--- config.mk ---
export PLATFORM = sky130hd
export DESIGN_NAME = benes_switch_sched
export DESIGN_NICKNAME = d
export VERILOG_FILES = /design/src/rtl/FHE_ALU_PKG.sv /design/src/rtl/benes_cfg_table.sv /design/src/rtl/benes_switch_sched.sv
export SDC_FILE = /design/constraint.sdc
export NUM_CORES = 1
export LEC_CHECK = 0
export BUFFER_PORTS_ARGS = -buffer_cell sky130_fd_sc_hd__buf_2
export CORE_MARGIN = 3
export CORE_UTILIZATION = 46
export CTS_BUF_LIST = sky130_fd_sc_hd__clkbuf_8
export CTS_CLUSTER_SIZE = 16
export DETAILED_ROUTE_END_ITERATION = 16
export HOLD_SLACK_MARGIN = 0.03
export PLACE_DENSITY_LB_ADDON = 0.2
export SLEW_MARGIN = 20
export SYNTH_ARGS = -nofsm -noshare
export SYNTH_HDL_FRONTEND = slang
export SYNTH_SLANG_ARGS = --single-unit
--- constraint.sdc ---
create_clock -name clk -period 2.2 [get_ports clk]
set_clock_uncertainty 0.1 [all_clocks]
set_input_delay 0.44 -clock clk [delete_from_list [all_inputs] [get_ports clk]]
set_output_delay 0.44 -clock clk [all_outputs]
set_load 0.01 [all_outputs]
--- src/rtl/FHE_ALU_PKG.sv ---
// rtl/FHE_ALU_PKG.sv - shared constants and types for the Benes network sequencer
package FHE_ALU_PKG;

    localparam int BENES_LOG_N   = 3;
    localparam int BENES_STAGES  = 2 * BENES_LOG_N - 1;
    localparam int BENES_SW      = (1 << BENES_LOG_N) / 2;
    localparam int BENES_NUM_CFG = 4;
    localparam int BENES_BEAT_W  = 16;

    typedef logic [BENES_SW-1:0]               benes_stage_cfg_t;
    typedef logic [$clog2(BENES_NUM_CFG)-1:0]  benes_slot_t;

    typedef enum logic {
        ST_IDLE = 1'b0,
        ST_RUN  = 1'b1
    } benes_state_t;

    // Saturating 32-bit increment used by the statistics counters
    function automatic logic [31:0] sat_inc32(input logic [31:0] v);
        return (v == 32'hFFFF_FFFF) ? v : v + 32'd1;
    endfunction

endpackage

--- src/rtl/benes_cfg_table.sv ---
// rtl/benes_cfg_table.sv - slot x stage switch-setting register file, one write port, per-stage read ports
module benes_cfg_table
    import FHE_ALU_PKG::*;
#(
    parameter  int NUM_CFG = BENES_NUM_CFG,
    parameter  int STAGES  = BENES_STAGES,
    parameter  int SW      = BENES_SW,
    localparam int SLOT_W  = $clog2(NUM_CFG),
    localparam int STG_W   = $clog2(STAGES)
) (
    input  logic                     clk,
    input  logic                     rst_n,
    input  logic                     i_we,
    input  logic [SLOT_W-1:0]        i_wr_slot,
    input  logic [STG_W-1:0]         i_wr_stage,
    input  logic [SW-1:0]            i_wr_bits,
    input  logic [STAGES*SLOT_W-1:0] i_rd_slot,
    output logic [STAGES*SW-1:0]     o_rd_bits
);

    logic [SW-1:0] r_tbl [NUM_CFG][STAGES];

    // Single write port; the whole table returns to all-bar on reset
    always_ff @(posedge clk) begin
        if (!rst_n) begin
            for (int c = 0; c < NUM_CFG; c++) begin
                for (int s = 0; s < STAGES; s++) begin
                    r_tbl[c][s] <= '0;
                end
            end
        end else if (i_we) begin
            for (int c = 0; c < NUM_CFG; c++) begin
                for (int s = 0; s < STAGES; s++) begin
                    if ((i_wr_slot == SLOT_W'(c)) && (i_wr_stage == STG_W'(s))) begin
                        r_tbl[c][s] <= i_wr_bits;
                    end
                end
            end
        end
    end

    // Each stage reads its own column using the slot that its current beat carries
    for (genvar s = 0; s < STAGES; s++) begin : g_rd
        assign o_rd_bits[s*SW +: SW] = r_tbl[i_rd_slot[s*SLOT_W +: SLOT_W]][s];
    end

endmodule

--- src/rtl/benes_switch_sched.sv ---
// rtl/benes_switch_sched.sv - Benes network configuration sequencer (optional stats: BENES_SCHED_STATS_EN)
module benes_switch_sched
    import FHE_ALU_PKG::*;
#(
    parameter  int LOG_N   = BENES_LOG_N,
    parameter  int NUM_CFG = BENES_NUM_CFG,
    parameter  int BEAT_W  = BENES_BEAT_W,
    localparam int STAGES  = 2 * LOG_N - 1,
    localparam int SW      = (1 << LOG_N) / 2,
    localparam int SLOT_W  = $clog2(NUM_CFG),
    localparam int STG_W   = $clog2(STAGES)
) (
    input  logic                  clk,
    input  logic                  rst_n,
    input  logic                  cfg_we,
    input  logic [SLOT_W-1:0]     cfg_slot,
    input  logic [STG_W-1:0]      cfg_stage,
    input  logic [SW-1:0]         cfg_bits,
    output logic                  cfg_err,
    input  logic                  req_valid,
    output logic                  req_ready,
    input  logic [SLOT_W-1:0]     req_slot,
    input  logic [BEAT_W-1:0]     req_beats,
    input  logic                  src_valid,
    output logic                  src_ready,
    output logic [STAGES*SW-1:0]  net_sw_set,
    output logic                  net_out_valid,
    output logic                  busy,
    output logic                  done
`ifdef BENES_SCHED_STATS_EN
    ,
    output logic [31:0]           perm_cnt,
    output logic [31:0]           stall_cnt
`endif
);

    benes_state_t        r_state;
    benes_state_t        w_state_nxt;
    logic [SLOT_W-1:0]   r_cur_slot;
    logic [SLOT_W-1:0]   w_cur_slot_nxt;
    logic [BEAT_W-1:0]   r_remain;
    logic [BEAT_W-1:0]   w_remain_nxt;
    logic                r_alive;
    logic                r_zero_done;
    logic                w_zero_done_nxt;
    logic                w_fire;
    logic                w_last;
    logic                w_accept;
    logic                w_busy;
    logic                w_cfg_ok;
    logic                r_cfg_err;
    logic                r_out_valid;

    logic [SLOT_W-1:0]      r_slot_pipe [1:STAGES-1];
    logic [STAGES-1:1]      r_vld_pipe;
    logic [STAGES-1:0]      w_vld;
    logic [STAGES*SLOT_W-1:0] w_rd_slot;
    logic [STAGES*SW-1:0]   w_rd_bits;

    // FSM next state, request/beat handshakes and the done pulse
    always_comb begin
        w_state_nxt     = r_state;
        w_cur_slot_nxt  = r_cur_slot;
        w_remain_nxt    = r_remain;
        w_zero_done_nxt = 1'b0;
        src_ready       = (r_state == ST_RUN);
        w_fire          = src_valid && src_ready;
        w_last          = w_fire && (r_remain == BEAT_W'(1));
        // Ready during the last-beat cycle lets the next permutation start with no bubble
        req_ready       = r_alive && ((r_state == ST_IDLE) || w_last);
        w_accept        = req_valid && req_ready;
        done            = w_last || r_zero_done;

        if (w_fire) begin
            w_remain_nxt = r_remain - BEAT_W'(1);
        end
        if (w_accept) begin
            w_cur_slot_nxt = req_slot;
            w_remain_nxt   = req_beats;
            if (req_beats == '0) begin
                w_zero_done_nxt = 1'b1;
                w_state_nxt     = ST_IDLE;
            end else begin
                w_state_nxt     = ST_RUN;
            end
        end else if (w_last) begin
            w_state_nxt = ST_IDLE;
        end
    end

    // FSM state register and request bookkeeping
    always_ff @(posedge clk) begin
        if (!rst_n) begin
            r_state     <= ST_IDLE;
            r_cur_slot  <= '0;
            r_remain    <= '0;
            r_zero_done <= 1'b0;
            r_alive     <= 1'b0;
        end else begin
            r_state     <= w_state_nxt;
            r_cur_slot  <= w_cur_slot_nxt;
            r_remain    <= w_remain_nxt;
            r_zero_done <= w_zero_done_nxt;
            r_alive     <= 1'b1;
        end
    end

    // Slot/valid pipes follow each beat one stage per cycle, bubbles included
    always_ff @(posedge clk) begin
        if (!rst_n) begin
            r_vld_pipe  <= '0;
            r_out_valid <= 1'b0;
            for (int s = 1; s < STAGES; s++) begin
                r_slot_pipe[s] <= '0;
            end
        end else begin
            r_vld_pipe[1]  <= w_fire;
            r_slot_pipe[1] <= r_cur_slot;
            for (int s = 2; s < STAGES; s++) begin
                r_vld_pipe[s]  <= r_vld_pipe[s-1];
                r_slot_pipe[s] <= r_slot_pipe[s-1];
            end
            r_out_valid <= r_vld_pipe[STAGES-1];
        end
    end

    assign w_busy   = (r_state == ST_RUN) || (|r_vld_pipe);
    assign w_cfg_ok = cfg_we && !w_busy && (cfg_stage < STG_W'(STAGES));

    // Rejected writes (network busy or stage out of range) flag an error one cycle later
    always_ff @(posedge clk) begin
        if (!rst_n) begin
            r_cfg_err <= 1'b0;
        end else begin
            r_cfg_err <= cfg_we && !w_cfg_ok;
        end
    end

    assign w_vld = {r_vld_pipe, w_fire};

    for (genvar s = 0; s < STAGES; s++) begin : g_stage
        if (s == 0) begin : g_head
            assign w_rd_slot[0 +: SLOT_W] = r_cur_slot;
        end else begin : g_tail
            assign w_rd_slot[s*SLOT_W +: SLOT_W] = r_slot_pipe[s];
        end
        // Empty stages are parked in bar so stray data is never crossed
        assign net_sw_set[s*SW +: SW] = w_vld[s] ? w_rd_bits[s*SW +: SW] : '0;
    end

    benes_cfg_table #(
        .NUM_CFG (NUM_CFG),
        .STAGES  (STAGES),
        .SW      (SW)
    ) u_table (
        .clk        (clk),
        .rst_n      (rst_n),
        .i_we       (w_cfg_ok),
        .i_wr_slot  (cfg_slot),
        .i_wr_stage (cfg_stage),
        .i_wr_bits  (cfg_bits),
        .i_rd_slot  (w_rd_slot),
        .o_rd_bits  (w_rd_bits)
    );

    assign cfg_err       = r_cfg_err;
    assign net_out_valid = r_out_valid;
    assign busy          = w_busy;

`ifdef BENES_SCHED_STATS_EN
    logic [31:0] r_perm_cnt;
    logic [31:0] r_stall_cnt;

    // Saturating counts of accepted requests and upstream stall cycles
    always_ff @(posedge clk) begin
        if (!rst_n) begin
            r_perm_cnt  <= '0;
            r_stall_cnt <= '0;
        end else begin
            if (w_accept) begin
                r_perm_cnt <= sat_inc32(r_perm_cnt);
            end
            if ((r_state == ST_RUN) && !src_valid) begin
                r_stall_cnt <= sat_inc32(r_stall_cnt);
            end
        end
    end

    assign perm_cnt  = r_perm_cnt;
    assign stall_cnt = r_stall_cnt;
`endif

endmodule

==> metrics.txt <==
initial antenna violation count=0; Setup Slack @ Placement=32.1 ps; failing checks=setup timing; status=finished, violations left; vias in the first global route=3,677; TritonCTS Sinks=117; CTS root buffer=clkbuf_8; Die Y=112 um; Cell Area, Synth=5140 um2; Post-Layout Inst Area=6440 um2; Sum Neg Setup Slack=-90.5 ps; Tmin final=2290 ps; clk slew on worst S/H paths=80 ps; DR vias/cell=5.45; simple-gate share of the synthesized area=0.191; first-pass GRT wire length=19.4 mm; Netlist cell types=45; Hold Crit Endpoint=r_remain[1]; worst vdd ir=0.358 mV; Mapped Cells=390; Mean Syn Cell Area=13.2 um2; complex-gate fraction of the synthesized area=0.0577; Seq/Total Area, Yosys=0.611; worst hold path depth=3; Die Area=12,500 um2; TritonCTS Buffers=17; critical path class=reg2out; H-tree depth=4; mux contribution to synthesized area=0.0957; FF+latch count, synth=117; Reg-to-Reg Start=src_ready; async set-or-reset flop fraction in the synthesized netlist=0; hold violation total from the final report=0; worst-skew pair later-pin latency=430 ps; YS warnings=0; placed inst area=5790 um2; Max Cap Viol=0; layout cells sized above 1=0.379; clk buf depth=2; Setup crit end kind=output pin; Synthesized Nets=424; core footprint=10,600 um2; CTS tree=built; register area=3170 um2; most common cell after layout, fill and taps aside=edfxtp_1; Worst-Margin Slew=565 ps; Hold Startpoint=req_beats[1]; critical path arrival=1750 ps; Max FO, Critical Path=2; power per cell area=739 nW/um2; R2R cell count=7; hold buffers post-CTS=0; GP Congestion=0.803; antenna fix cells=0; Pre-Repair DR Iteration Count=4; Starting Density=0.485; die width=112 um; Ports=58; Post-layout nets=527; Routed Antenna Nets=0; DR vias=3,497; # setup viols final=1; largest net degree at the start of global routing=43; Final Power=4.75 mW; commonest non-fill, non-tap cells in the layout=edfxtp_1 (80), and2_1 (56), buf_2 (41), buf_4 (41), nor2_1 (29); Hold Crit Class=in2reg; reg2reg end=u_table.r_tbl[1][7]; setup slack, reg-to-reg=130 ps; detailed placement HPWL=8.27 mm; Routed WL per cell=18.6 um; GRT Util Overall=0.203; Synth-to-Final Area Change=25.2%; Port Buf Inserts=57; multi-input combinational cell area=2000 um2; crit path launch type=flip-flop; DRC=0; Final period util=1.04; total gr overflow=0; RSZ-0062 raised after global routing=true; fill cell count=856; max_slew headroom=0.622; Post-Synth Adder-Cell Area=0.00487; Static Leakage=2.52 nW; post-synth top area cell=edfxtp_1; Synth area leaders=edfxtp_1 (47%), dfxtp_1 (14%), mux4_2 (8.8%); XOR/XNOR Fraction of Synth Area=0.0204; Slew Viols, Final=0; Most used DFF post-synth=edfxtp_1; Post-synth EDFFs=80; Yosys top cell area share=0.467; initial drt markers=281; f_max=437 MHz; required time of the critical path=1660 ps; largest family of logic cells by synthesized area=simple AND/OR/NAND/NOR gates; # rows=37; worst setup margin=-90.5 ps; drt total wl=12.0 mm
[cell type report]
cell class                 count  share of cell area
inverter                       3             0.00175
multi-input combinational    254               0.311
timing repair buffer         100               0.113
sequential                   117               0.493
clock buffer                  17              0.0363
clock inverter                15              0.0194
tap                          136              0.0264
[where the power goes]
part	internal [mW]	switching, mW	leakage [nW]
clock network	0.971	0.842	0.191
logic	0.210	0.224	1.19
registers	2.44	0.0648	1.14
[stage by stage]
step / hold WS, ps / instances / utilization
2_1_floorplan: 330 / 390 / -
3_3_place_gp: 360 / 603 / 0.547
3_5_place_dp: 356 / 603 / 0.547
4_1_cts: 155 / 642 / 0.590
5_1_grt: 181 / 642 / 0.607
6_report: 176 / 642 / 0.607
[registers in the layout, summed over array words and instances, names as in the netlist, named ones only]
register,cells
u_table.r_tbl,80
r_remain,16
r_slot_pipe,8
r_vld_pipe,4
r_cur_slot,2
cfg_err,1
net_out_valid,1
r_alive,1
r_zero_done,1
src_ready,1
[critical path, stage by stage, from the launching register on]
cell	delay [ps]
dfxtp_2	330
or3_4	380
nor3b_2	220
nand2_2	90
nand2_2	80
and2_4	130
buf_6	90
[layer usage]
metal	vias to the layer above	routed length [um]	track usage
met3	19	721	0.0505
met4	0	192	0.0681
met5	-	0	0
li1	1645	-	-
met2	104	5840	0.317
met1	1729	5220	0.279
[kinds of logic (layout without fill, tap and decap cells)]
kind of cell,Yosys count,after routing
compound gates,49,49
buf+inv,19,135
fa+ha+maj,2,2
mux,24,24
xor+xnor,12,12
flops,117,117
simple gates,167,167
[what timing repair did]
| action | CTS | global route |
|---|---|---|
| pin swaps | 10 | 7 |
| gates cloned | 0 | 0 |
| setup buffers | 7 | 0 |
| setup endpoints to repair | 22 | 103 |
| gates resized for setup | 24 | 46 |
[cells in the mapped netlist, types with 2 or more instances]
library cell	number
a211oi_1	5
a21oi_1	8
a311oi_1	3
and2_1	69
and3_1	6
buf_6	3
clkbuf_1	12
dfxtp_1	37
edfxtp_1	80
ha_1	2
inv_1	3
mux2i_1	3
mux4_2	20
nand2_1	16
nand2b_1	7
nand3_1	7
nand4_1	4
nor2_1	30
nor2b_1	5
nor3_1	4
nor4_1	5
o21ai_0	26
o31ai_1	2
or4_1	2
xnor2_1	5
xor2_1	7
[worst max path at each step]
stage | slack, ps | to | depth (start not counted) | from
finish | -90 | req_ready | 6 | r_remain[13]
global route | -160 | req_ready | 7 | src_ready
CTS | -90 | req_ready | 6 | r_remain[13]
detailed placement | 30 | u_table.r_tbl[2][18] | 6 | cfg_slot[0]
global placement | 80 | u_table.r_tbl[2][18] | 6 | cfg_slot[0]
floorplan | 170 | u_table.r_tbl[1][10] | 6 | r_vld_pipe[3]
Power figures use the tool's default switching activity.
